<file path="src/rtl/fft_pkg.sv">
// Shared definitions for the FFT datapath: width helpers, bit reversal,
// result-FIFO sizing and the unloader state encoding.
package fft_pkg;

    typedef enum logic [1:0] {
        ST_IDLE  = 2'd0,
        ST_RUN   = 2'd1,
        ST_DRAIN = 2'd2,
        ST_DONE  = 2'd3
    } unload_state_t;

    function automatic int log2(input int value);
        int r;
        r = 0;
        for (int b = 0; b < 31; b++) begin
            if ((1 << b) < value) begin
                r = b + 1;
            end
        end
        return r;
    endfunction

    function automatic int addr_width(input int n);
        return (log2(n) < 1) ? 1 : log2(n);
    endfunction

    function automatic int data_width(input int int_bits, input int frac_bits);
        return int_bits + frac_bits;
    endfunction

    // Mirrors the low 'width' bits of value; bits above width come back as 0.
    function automatic logic [31:0] bitrev(input logic [31:0] value, input int width);
        logic [31:0] r;
        r = '0;
        for (int b = 0; b < 32; b++) begin
            if (b < width) begin
                r = r | (((value >> (width - 1 - b)) & 32'd1) << b);
            end
        end
        return r;
    endfunction

    localparam int FIFO_DEPTH   = 4;
    localparam int FIFO_COUNT_W = log2(FIFO_DEPTH) + 1;

endpackage

</file>
<file path="src/rtl/fft_result_fifo.sv">
// Small first-word-fall-through FIFO holding captured results; the head entry
// is visible combinationally so the stream can present it without extra latency.
module fft_result_fifo
    import fft_pkg::*;
#(
    parameter int WIDTH = 16,
    parameter int DEPTH = FIFO_DEPTH,
    localparam int PTR_W = log2(DEPTH),
    localparam int COUNT_W = PTR_W + 1
) (
    input  logic               clk,
    input  logic               rst,
    input  logic               clr,
    input  logic               push,
    input  logic               pop,
    input  logic [WIDTH-1:0]   push_data,
    output logic [WIDTH-1:0]   head_data,
    output logic [COUNT_W-1:0] count,
    output logic               empty,
    output logic               full
);

    logic [WIDTH-1:0]   mem_reg [DEPTH];
    logic [PTR_W-1:0]   wr_ptr_reg;
    logic [PTR_W-1:0]   rd_ptr_reg;
    logic [COUNT_W-1:0] count_reg;
    logic               push_ok;
    logic               pop_ok;

    assign empty     = (count_reg == '0);
    assign full      = (count_reg == COUNT_W'(DEPTH));
    assign pop_ok    = pop && !empty;
    assign push_ok   = push && (!full || pop_ok);
    assign count     = count_reg;
    assign head_data = mem_reg[rd_ptr_reg];

    generate
        for (genvar gi = 0; gi < DEPTH; gi++) begin : g_entry
            always_ff @(posedge clk) begin
                if (push_ok && (wr_ptr_reg == PTR_W'(gi))) begin
                    mem_reg[gi] <= push_data;
                end
            end
        end
    endgenerate

    always_ff @(posedge clk) begin
        if (rst || clr) begin
            wr_ptr_reg <= '0;
            rd_ptr_reg <= '0;
            count_reg  <= '0;
        end else begin
            wr_ptr_reg <= wr_ptr_reg + PTR_W'(push_ok);
            rd_ptr_reg <= rd_ptr_reg + PTR_W'(pop_ok);
            count_reg  <= count_reg + COUNT_W'(push_ok) - COUNT_W'(pop_ok);
        end
    end

endmodule

</file>
<file path="src/rtl/fft_unload.sv">
// Reads the N FFT results out of the selected RAM bank and streams them out
// in natural or bit-reversed order, buffering RAM read latency in a small FIFO.
module fft_unload
    import fft_pkg::*;
#(
    parameter int N = 8,
    parameter int I = 4,
    parameter int F = 4,
    localparam int ADDR_W = addr_width(N),
    localparam int DATA_W = data_width(I, F)
) (
    input  logic              clk,
    input  logic              rst,
    input  logic              i_start,
    input  logic              i_bank,
    input  logic              i_bitrev,
    output logic              o_rd_en,
    output logic [ADDR_W-1:0] o_rd_addr,
    output logic              o_bank_sel,
    output logic              o_even_odd_sel,
    input  logic [DATA_W-1:0] i_rd_data_re,
    input  logic [DATA_W-1:0] i_rd_data_im,
    output logic              o_valid,
    input  logic              i_ready,
    output logic [DATA_W-1:0] o_data_re,
    output logic [DATA_W-1:0] o_data_im,
    output logic [ADDR_W-1:0] o_index,
    output logic              o_last,
    output logic              o_busy,
    output logic              o_done
);

    localparam int FIFO_W = 2 * DATA_W + ADDR_W;
    localparam logic [ADDR_W:0]         CNT_LAST   = (ADDR_W + 1)'(N - 1);
    localparam logic [ADDR_W-1:0]       IDX_LAST   = ADDR_W'(N - 1);
    localparam logic [FIFO_COUNT_W:0]   OCC_LIMIT  = (FIFO_COUNT_W + 1)'(FIFO_DEPTH);

    unload_state_t           state_reg;
    logic [ADDR_W:0]         rd_cnt_reg;
    logic                    inflight_reg;
    logic [ADDR_W-1:0]       inflight_idx_reg;
    logic                    bank_reg;
    logic                    bitrev_reg;

    logic                    start_accept;
    logic                    rd_en;
    logic                    pop;
    logic                    last_beat;
    logic                    fifo_empty;
    logic                    fifo_full;
    logic [FIFO_COUNT_W-1:0] fifo_count;
    logic [FIFO_COUNT_W:0]   occupancy;
    logic [FIFO_W-1:0]       head_data;
    logic [DATA_W-1:0]       head_re;
    logic [DATA_W-1:0]       head_im;
    logic [ADDR_W-1:0]       head_idx;

    assign start_accept = (state_reg == ST_IDLE) && i_start;

    // Outstanding reads include the one whose data lands this cycle; a pop in
    // the same cycle is deliberately not credited, keeping the check simple.
    assign occupancy = {1'b0, fifo_count} + {{FIFO_COUNT_W{1'b0}}, inflight_reg};
    assign rd_en     = (state_reg == ST_RUN) && (rd_cnt_reg <= CNT_LAST)
                       && !fifo_full && (occupancy < OCC_LIMIT);

    assign {head_re, head_im, head_idx} = head_data;

    assign pop       = !fifo_empty && i_ready;
    assign last_beat = !fifo_empty && (head_idx == IDX_LAST);

    assign o_rd_en        = rd_en;
    assign o_rd_addr      = !rd_en ? '0
                          : bitrev_reg ? ADDR_W'(bitrev(32'(rd_cnt_reg[ADDR_W-1:0]), ADDR_W))
                          : rd_cnt_reg[ADDR_W-1:0];
    assign o_bank_sel     = bank_reg;
    assign o_even_odd_sel = 1'b0;
    assign o_valid        = !fifo_empty;
    assign o_data_re      = fifo_empty ? '0 : head_re;
    assign o_data_im      = fifo_empty ? '0 : head_im;
    assign o_index        = fifo_empty ? '0 : head_idx;
    assign o_last         = last_beat;
    assign o_busy         = (state_reg != ST_IDLE);
    assign o_done         = (state_reg == ST_DONE);

    fft_result_fifo #(
        .WIDTH(FIFO_W),
        .DEPTH(FIFO_DEPTH)
    ) u_fifo (
        .clk      (clk),
        .rst      (rst),
        .clr      (start_accept),
        .push     (inflight_reg),
        .pop      (pop),
        .push_data({i_rd_data_re, i_rd_data_im, inflight_idx_reg}),
        .head_data(head_data),
        .count    (fifo_count),
        .empty    (fifo_empty),
        .full     (fifo_full)
    );

    always_ff @(posedge clk) begin
        if (rst) begin
            state_reg        <= ST_IDLE;
            rd_cnt_reg       <= '0;
            inflight_reg     <= 1'b0;
            inflight_idx_reg <= '0;
            bank_reg         <= 1'b0;
            bitrev_reg       <= 1'b0;
        end else begin
            inflight_reg <= rd_en;
            if (rd_en) begin
                inflight_idx_reg <= rd_cnt_reg[ADDR_W-1:0];
                rd_cnt_reg       <= rd_cnt_reg + 1'b1;
            end
            case (state_reg)
                ST_IDLE: begin
                    if (i_start) begin
                        state_reg    <= ST_RUN;
                        bank_reg     <= i_bank;
                        bitrev_reg   <= i_bitrev;
                        rd_cnt_reg   <= '0;
                        inflight_reg <= 1'b0;
                    end
                end
                ST_RUN: begin
                    if (rd_en && (rd_cnt_reg == CNT_LAST)) begin
                        state_reg <= ST_DRAIN;
                    end
                end
                ST_DRAIN: begin
                    if (pop && last_beat) begin
                        state_reg <= ST_DONE;
                    end
                end
                default: begin
                    state_reg <= ST_IDLE;
                end
            endcase
        end
    end

endmodule

</file>
<file path="config.mk">
export PLATFORM = sky130hd
export DESIGN_NAME = fft_unload
export DESIGN_NICKNAME = d
export VERILOG_FILES = /design/src/rtl/fft_pkg.sv /design/src/rtl/fft_result_fifo.sv /design/src/rtl/fft_unload.sv
export SDC_FILE = /design/constraint.sdc
export NUM_CORES = 1
export LEC_CHECK = 0
export CORE_MARGIN = 2
export CORE_UTILIZATION = 51
export DETAILED_ROUTE_END_ITERATION = 6
export HOLD_SLACK_MARGIN = 0.06
export PLACE_DENSITY_LB_ADDON = 0.3
export SYNTH_ARGS = -nofsm -noshare
export SYNTH_HDL_FRONTEND = slang
export SYNTH_SLANG_ARGS = --single-unit
</file>
<file path="constraint.sdc">
create_clock -name clk -period 6.1 [get_ports clk]
set_clock_uncertainty 0.15 [all_clocks]
set_input_delay 1.83 -clock clk [delete_from_list [all_inputs] [get_ports clk]]
set_output_delay 1.83 -clock clk [all_outputs]
set_load 0.02 [all_outputs]
</file>
==> results of run 1 <==
==> layout by cell type, fill, tap and decap left out, drive strengths merged, types with 2 or more instances in the layout <==
cell	count
edfxtp	76
clkdlybuf4s50	49
and2	25
dfxtp	19
mux4	19
nor2	17
clkbuf	13
inv	12
ha	11
nand2	6
mux2i	6
a21oi	5
xnor2	4
buf	3
nand3	2
nor3	2
clkinv	2
==> critical path: cells and delay by family (launching register included) <==
kind                       cells  cell delay [ns]
adders and majority gates      1             0.20
AOI/OAI and AO/OA              1             0.43
and+or+nand+nor                4             0.61
buffers and inverters          2             0.65
DFF                            1             0.44
==> power by group through the flow <==
stage | Combinational, mW | Clock [mW] | Sequential, mW
floorplan | 0.316 | 0 | 0.769
global placement | 0.493 | 0 | 0.781
detailed placement | 0.496 | 0 | 0.783
CTS | 0.499 | 0.421 | 0.769
global route | 0.542 | 0.446 | 0.774
finish | 0.495 | 0.413 | 0.769
==> Yosys cell counts (all sizes together) <==
| cell | n |
|---|---|
| xor2 | 1 |
| a211oi | 1 |
| mux4 | 19 |
| nand2 | 6 |
| and3 | 1 |
| or4 | 1 |
| or3 | 1 |
| nand3 | 2 |
| nand4 | 1 |
| nor3b | 1 |
| dfxtp | 19 |
| conb | 1 |
| o31a | 1 |
| a21o | 1 |
| edfxtp | 76 |
| xnor2 | 4 |
| a21oi | 5 |
| o41ai | 1 |
| o22ai | 1 |
| mux2i | 6 |
| ha | 11 |
| nor4bb | 1 |
| o21ai | 1 |
| nand2b | 1 |
| inv | 12 |
| buf | 5 |
| nor3 | 2 |
| nor2 | 17 |
| clkbuf | 4 |
| and4b | 1 |
| or4b | 1 |
| a41oi | 1 |
| o31ai | 1 |
| fa | 1 |
| and2 | 25 |
==> how the worst max path moves through the flow <==
stage	start	end	slack, ns	cells past startpoint
after global routing	u_fifo.count[1]$_SDFF_PP0_	o_rd_addr[1]	1.28	8
after global placement	u_fifo.rd_ptr_reg[0]$_SDFF_PP0_	o_data_re[4]	1.82	4
after CTS	u_fifo.rd_ptr_reg[0]$_SDFF_PP0_	o_data_im[3]	1.40	4
final	u_fifo.count[1]$_SDFF_PP0_	o_rd_addr[1]	1.44	8
after floorplan	i_ready	u_fifo.mem_reg[1][0]$_DFFE_PP_	2.13	2
after detailed placement	u_fifo.rd_ptr_reg[0]$_SDFF_PP0_	o_data_im[3]	1.78	4
==> through the flow <==
| stage | area [sq um] | hold WS (ns) |
|---|---|---|
| after detailed placement | 4500 | 0.307 |
| after global routing | 4700 | 0.353 |
| after CTS | 4700 | 0.323 |
| final | 4700 | 0.318 |
| after floorplan | 3900 | 0.309 |
| after global placement | 4500 | 0.294 |
==> layer usage <==
layer / GRT usage [%] / vias up / routed length (microns)
met5: 0 / - / 0
met4: 7.20 / 0 / 104
met3: 4.07 / 10 / 227
met2: 27.8 / 48 / 3310
met1: 22.8 / 1023 / 3040
li1: - / 995 / -
==> layout make-up <==
cell class,instances,share of cell area [%]
sequential,95,56.6
multi-input combinational,117,24.5
timing repair buffer,52,10.9
clock buffer,13,3.38
tap,99,2.64
inverter,12,0.958
clock inverter,3,0.932
==> cell families (layout without fill, tap and decap cells) <==
group	after synthesis	after routing
muxes	25	25
AOI/OAI and AO/OA	13	13
xor gates and xnor gates	5	5
DFF	95	95
adders and majority gates	12	12
buffers and inverters	21	80
and+or+nand+nor	61	61
other	1	1
==> results.cfg, run 1 <==
[run_status]
status = finished, final reports clean

[detailed_routing]
drt_iter0_drc = 88
routed_wl_microns = 6680
wl_per_cell_microns = 17.1
drt_first_pass_iters = 4
vias = 2076
ant_nets = 0
via_per_inst = 5.31
drcViolationCount = 0

[clock_tree]
cts_tree = yes
htree_levels = 3
cts-resized-gates = 0
clkTransAtPathRegs_ns = 0.09
clk_latency_ns = 0.34
root_buffer = clkbuf_8
cts_hold_buf = 0
clk_path_buf_depth = 2
cts_buffers = 9
post_cts_buffers = 0
clkSinkCount = 95

[yosys]
ys.warnings.count = 0
synth-xor-area-share_pct = 1.12
yosys.area_share.adder_pct = 4.05
synthSimpleGateAreaFrac_pct = 8.54
syn_area_sq_um = 3900
yosys.area.top_type = edfxtp_1
synth_top_family_by_area = multiplexers
synth_top_area_share_pct = 58.6
ys_ff_latch = 95
syn_area_per_cell_sq_um = 16.7
yosysSeqAreaShare_pct = 68.3
synth_compound_area_share_pct = 2.18
synthTopCellsByArea = edfxtp_1, dfxtp_1, mux4_2, mux4_1, and2_1
netlist_instances = 233
synth_cell_types = 40
syn-num-nets = 267
synthMuxAreaShare_pct = 13.3

[floorplan]
fp.dieArea_sq_um = 8350
start_util_pct = 53.1
io_pins = 51
die_h_microns = 91.4
placementRows = 31
die_width_microns = 91.4
coreArea_sq_um = 7330

[global_routing]
grt.total_usage_pct = 17.3
grt_pass1_vias = 2192
antenna_found_initial = 0
grt_max_degree = 23
grt_pass1_wl_microns = 10900
overflow = 0

[sta]
hold_viol_final = 0
max_freq_ghz = 0.215
slew_headroom_pct = 25.0
fin_ws_ns = 1.44
fin_tns_setup_ns = 0
timing.final.crit_share_pct = 76.3
setup_viol = 0
fin_crit_ns = 4.66
worst_pin_slew_ns = 1.12
rsz0062_at_grt = false
drv_slew = 0

[setup_path]
crit_chain = ha_1 > and4b_1 > a211oi_1 > nor2_1 > nand2_1 > inv_2 > and2_1 > clkdlybuf4s50_1
critPathArrivalTime_ns = 2.68
critPathMaxFanout = 8
start_kind = flip-flop
max_stage_delay_ns = 0.53
worstReg2RegEnd = u_fifo.count[2]$_SDFF_PP0_
cp-end-kind = output port
worstReg2RegStart = u_fifo.count[0]$_SDFF_PP0_
crit_slowest_cell = clkdlybuf4s50_1
reg2reg_slack_ns = 3.34
cp.required_ns = 4.12
path_class = flip-flop to output port
worst-r2r-cell-count = 8

[power]
switching_share_pct = 29.1
p_seq_share_pct = 45.8
p_clk_share_pct = 24.6
power_density_nw_per_um2 = 357
total_power_mw = 1.68
p_comb_share_pct = 29.5
vdd_drop_max_uv = 225
leakagePower_nw = 1.61
intPower_mw = 1.19
switchingPower_mw = 0.489

[finish]
finalNetCount = 321
layoutNonFillerInstCount = 391
antenna_cells = 0
nFillCells = 520
seqCellArea_sq_um = 2660
multi_input_area_sq_um = 1150
area_growth_pct = 20.6
final_util_pct = 64.1
largest_reg_flops = 76
layout-drive-gt1-share_pct = 11.0

[flow_run]
max_cap_violations = 0

[worst_hold_path]
holdPathEnd = o_bank_sel$_SDFFE_PP0P_
holdPathStages = 2
hold_class = flip-flop to flip-flop
hold_start = o_bank_sel$_SDFFE_PP0P_

[placement]
dp.final_hpwl_microns = 4300
place_ws_ns = 1.78
dpl.cell_count = 375
gp_congestion = 0.765
io_buffers = 49
Power figures use the tool's default switching activity.
==> inputs of run 2 (changes only) <==
==> constraint.sdc (replaced) <==
create_clock -name clk -period 4.8 [get_ports clk]
set_clock_uncertainty 0.15 [all_clocks]
set_input_delay 1.44 -clock clk [delete_from_list [all_inputs] [get_ports clk]]
set_output_delay 1.44 -clock clk [all_outputs]
set_load 0.02 [all_outputs]
==> results.cfg, run 2 (same netlist as run 1, synthesis figures left out) <==
[finish]
seqCellArea_sq_um = 2660
mostFrequentLayoutCells = edfxtp_1, clkdlybuf4s50_1, and2_1
finalNetCount = 326
antenna_cells = 0
nFillCells = 497
layout_commonest_cell = edfxtp_1
area_growth_pct = 21.4
layout-drive-gt1-share_pct = 13.1
largest_reg_flops = 76
multi_input_area_sq_um = 1150

[sta]
drv_slew = 0
max_freq_ghz = 0.234
hold_viol_final = 0
timing.final.crit_share_pct = 88.8
worst_pin_slew_ns = 0.949
fin_crit_ns = 4.26
setup_viol = 0
slew_headroom_pct = 36.7
rsz0062_at_grt = false
fin_tns_setup_ns = 0
fin_ws_ns = 0.535

[floorplan]
fp.dieArea_sq_um = 8350
die_h_microns = 91.4
die_width_microns = 91.4
start_util_pct = 53.1
coreArea_sq_um = 7330
io_pins = 51
placementRows = 31

[detailed_routing]
ant_nets = 0
drt_first_pass_iters = 4
drt_iter0_drc = 70
routed_wl_microns = 6500
wl_per_cell_microns = 16.4
vias = 2060
drcViolationCount = 0
via_per_inst = 5.20

[setup_path]
cp-end-kind = output port
cp.required_ns = 3.21
critPathArrivalTime_ns = 2.67
reg2reg_slack_ns = 2.12
worst-r2r-cell-count = 8
start_kind = flip-flop
path_class = flip-flop to output port
max_stage_delay_ns = 0.84
crit_path_start = u_fifo.rd_ptr_reg[0]$_SDFF_PP0_
worstReg2RegStart = u_fifo.count[1]$_SDFF_PP0_
worstReg2RegEnd = u_fifo.count[2]$_SDFF_PP0_
crit_chain = mux4_1 > nand4_1 > inv_1 > clkdlybuf4s50_1
critPathMaxFanout = 14
crit_slowest_cell = dfxtp_1

[clock_tree]
cts_hold_buf = 0
clkTransAtPathRegs_ns = 0.09
cts_buffers = 9
cts-resized-gates = 0
cts_tree = yes
post_cts_buffers = 0
htree_levels = 3
clk_path_buf_depth = 2
root_buffer = clkbuf_8
clk_latency_ns = 0.35
clkSinkCount = 95

[power]
vdd_drop_max_uv = 252
leakagePower_nw = 1.64
power_density_nw_per_um2 = 446
total_power_mw = 2.11

[flow_run]
max_cap_violations = 0

[placement]
io_buffers = 49
place_ws_ns = 0.860
dp.final_hpwl_microns = 4440
gp_congestion = 0.728

[global_routing]
antenna_found_initial = 0
grt_pass1_wl_microns = 10600
grt_max_degree = 23
overflow = 0
grt_pass1_vias = 2114
grt.total_usage_pct = 17.0

[worst_hold_path]
hold_class = flip-flop to flip-flop
hold_start = o_bank_sel$_SDFFE_PP0P_
holdPathStages = 2
holdPathEnd = o_bank_sel$_SDFFE_PP0P_

[run_status]
status = finished, final reports clean
==> run 2: changes by cell type in the layout (fill, tap and decap cells not counted), sizes merged <==
cell      previous run  this run
buf                  3         8
clkbuf              13         9
clkinv               2         3
clkinvlp             0         1
inv                 12        14
==> run 2: how the worst max path moves through the flow <==
stage | to | slack (ns) | cells past startpoint
after floorplan | u_fifo.mem_reg[1][0]$_DFFE_PP_ | 1.22 | 2
after global placement | o_data_re[4] | 0.92 | 4
after detailed placement | o_data_re[6] | 0.86 | 4
after CTS | o_last | 0.46 | 4
after global routing | o_rd_addr[1] | 0.38 | 8
final | o_last | 0.54 | 4
==> run 2: where the power goes <==
group,internal [mW],switching (mW)
sequential,0.933,0.0461
combinational,0.311,0.312
clock,0.242,0.265
total,1.49,0.624
==> run 2: final cells by class <==
class                           instances  share of cell area [%]
Clock buffer                            9                    2.62
Clock inverter                          7                    1.48
Inverter                               12                   0.952
Multi-Input combinational cell        117                    24.4
Sequential cell                        95                    56.3
Tap cell                               99                    2.62
Timing Repair Buffer                   57                    11.6
==> run 2: worst max-delay path: cells and delay by family, from the launching register on <==
kind,cells,cell delay [ns]
buffers and inverters,2,0.62
DFF,1,0.84
muxes,1,0.68
and+or+nand+nor,1,0.18
==> run 2: layer usage <==
| metal | wire, microns | track usage, % | vias up |
|---|---|---|---|
| li1 | - | - | 998 |
| met1 | 2910 | 21.9 | 1011 |
| met2 | 3280 | 27.5 | 42 |
| met3 | 217 | 3.90 | 9 |
| met4 | 98 | 8.08 | 0 |
| met5 | 0 | 0 | - |
==> run 2: stage by stage <==
stage	cell area, sq um	hold WS, ns	std cells	utilization (%)
global placement	4540	0.296	380	61.9
finish	4730	0.319	396	64.5
CTS	4730	0.327	396	64.5
floorplan	3900	0.309	233	-
global route	4730	0.352	396	64.5
detailed placement	4540	0.311	380	61.9
==> inputs of run 3 (changes only) <==
--- a/config.mk
+++ b/config.mk
@@ -5,11 +5,14 @@
 export SDC_FILE = /design/constraint.sdc
 export NUM_CORES = 1
 export LEC_CHECK = 0
+export ABC_AREA = 1
+export ABC_CLOCK_PERIOD_IN_PS = 4800
 export CORE_MARGIN = 2
 export CORE_UTILIZATION = 51
 export DETAILED_ROUTE_END_ITERATION = 6
 export HOLD_SLACK_MARGIN = 0.06
 export PLACE_DENSITY_LB_ADDON = 0.3
+export SETUP_SLACK_MARGIN = 0.2
 export SYNTH_ARGS = -nofsm -noshare
 export SYNTH_HDL_FRONTEND = slang
 export SYNTH_SLANG_ARGS = --single-unit
==> results.cfg, run 3 <==
[sta]
slew_headroom_pct = 57.5
timing.final.crit_share_pct = 86.4
fin_tns_setup_ns = 0
drv_slew = 0
max_freq_ghz = 0.241
worst_pin_slew_ns = 0.634
hold_viol_final = 0
fin_crit_ns = 4.15
rsz0062_at_grt = false
setup_viol = 0

[detailed_routing]
ant_nets = 0
drt_iter0_drc = 197
routed_wl_microns = 7640
via_per_inst = 5.09
drcViolationCount = 0
drt_first_pass_iters = 4
wl_per_cell_microns = 14.6
vias = 2674

[setup_path]
path_class = flip-flop to output port
critPathArrivalTime_ns = 2.56
start_kind = flip-flop
cp.required_ns = 3.21
cp-end-kind = output port
critPathMaxFanout = 27

[finish]
multi_input_area_sq_um = 1150
area_growth_pct = 20.5
antenna_cells = 0
layout_commonest_cell = nor2_1
seqCellArea_sq_um = 2660
nFillCells = 586
largest_reg_flops = 76
layout-drive-gt1-share_pct = 9.46
finalNetCount = 452
mostFrequentLayoutCells = nor2_1, edfxtp_1, clkdlybuf4s50_1
final_util_pct = 62.6

[clock_tree]
cts_hold_buf = 0
clkTransAtPathRegs_ns = 0.10
post_cts_buffers = 0
htree_levels = 3
cts-resized-gates = 0
cts_buffers = 9
cts_tree = yes
clkSinkCount = 95
clk_latency_ns = 0.35
clk_path_buf_depth = 2
root_buffer = clkbuf_8

[placement]
gp_congestion = 0.832
dp.final_hpwl_microns = 4970
io_buffers = 49

[yosys]
ys.warnings.count = 0
yosys.area.top_type = edfxtp_1
synthTopCellsByArea = edfxtp_1, dfxtp_1, nor2_1, o21ai_0, ha_1
synth_cell_types = 33
synthArstFlopShare_pct = 0
ys_ff_latch = 95
synth_ff_type = edfxtp_1
syn-num-nets = 396
synth_most_common_cell = nor2_1
synth-edff-count = 76
yosysSeqAreaShare_pct = 67.0
syn_area_sq_um = 3970
synth_common_cells = nor2_1, edfxtp_1, o21ai_0
netlist_instances = 362
synth_top_area_share_pct = 57.4
syn_area_per_cell_sq_um = 11.0

[global_routing]
antenna_found_initial = 0
grt.total_usage_pct = 19.1
grt_pass1_vias = 2594
grt_max_degree = 33
grt_pass1_wl_microns = 12300
overflow = 0

[floorplan]
placementRows = 32
io_pins = 51
fp.dieArea_sq_um = 8510
die_h_microns = 92.3
die_width_microns = 92.3
start_util_pct = 51.9
coreArea_sq_um = 7650

[flow_run]
max_cap_violations = 0

[run_status]
status = finished, final reports clean

[power]
power_density_nw_per_um2 = 525
total_power_mw = 2.52
vdd_drop_max_uv = 353
leakagePower_nw = 1.73

[worst_hold_path]
hold_class = flip-flop to flip-flop
[run 3: changes by cell type after synthesis, sizes merged, moves of 14 or more]
| cell | previous run | this run |
|---|---|---|
| and2 | 25 | 0 |
| nand2 | 6 | 31 |
| nor2 | 17 | 102 |
| mux4 | 19 | 0 |
| inv | 12 | 26 |
| a21oi | 5 | 20 |
| o21ai | 1 | 36 |
[run 3: final timing paths]
kind / startpoint / slack, ns / endpoint / depth (start not counted)
worst max-delay path: u_fifo.rd_ptr_reg[0]$_SDFF_PP0_ / 0.65 / o_data_im[4] / 6
worst min-delay path: rd_cnt_reg[3]$_SDFF_PP0_ / 0.33 / rd_cnt_reg[3]$_SDFF_PP0_ / 2
worst min register to register: rd_cnt_reg[3]$_SDFF_PP0_ / 0.33 / rd_cnt_reg[3]$_SDFF_PP0_ / 2
worst max register to register: u_fifo.count[0]$_SDFF_PP0_ / 1.94 / u_fifo.count[1]$_SDFF_PP0_ / 10
[run 3: critical path: stages (launching register included)]
cell and delay [ns]:
dfxtp_1 0.63, buf_4 0.39, nor2_1 0.10, nor2_1 0.17, o21ai_0 0.12, a21oi_1 0.15
clkdlybuf4s50_1 0.63
[run 3: cell families (layout without fill, tap and decap cells)]
family,after synthesis,in the layout,synth area share [%]
AND/OR/NAND/NOR,148,148,15.5
flip-flops,95,95,67.0
AO/OA/AOI/OAI,60,60,7.87
buffers and inverters,41,102,4.44
adder cells (fa/ha/maj),12,12,3.97
XOR/XNOR,4,4,0.882
other,1,1,0.0944
multiplexers,1,1,0.252
[run 3: final cells by class]
class / instances / area share (%)
Clock inverter: 6 / 1.05
Timing Repair Buffer: 59 / 11.8
Multi-Input combinational cell: 226 / 24.1
Sequential cell: 95 / 55.6
Inverter: 27 / 2.12
Clock buffer: 10 / 2.67
Tap cell: 102 / 2.67
[run 3: per-layer routing]
metal | wire [microns] | track usage (%) | share of wire, % | vias to the layer above
met3 | 395 | 3.94 | 5.2 | 14
li1 | - | - | - | 1333
met4 | 190 | 9.95 | 2.5 | 0
met5 | 0 | 0 | 0 | -
met1 | 3310 | 23.3 | 43 | 1250
met2 | 3750 | 32.0 | 49 | 77
[run 3: power breakdown]
group	switching, mW	internal [mW]	leakage (nW)
registers	0.0604	0.967	0.842
logic	0.614	0.399	0.806
clock network	0.279	0.196	0.0843
[run 3: metrics by stage]
step / cells / worst slack (ns) / cell area [sq um] / hold WS [ns]
floorplan: 362 / 1.27 / 3970 / 0.287
global placement: 509 / 1.07 / 4610 / 0.299
detailed placement: 509 / 1.07 / 4610 / 0.315
CTS: 525 / 0.664 / 4790 / 0.336
global route: 525 / 0.476 / 4790 / 0.362
finish: 525 / 0.651 / 4790 / 0.333
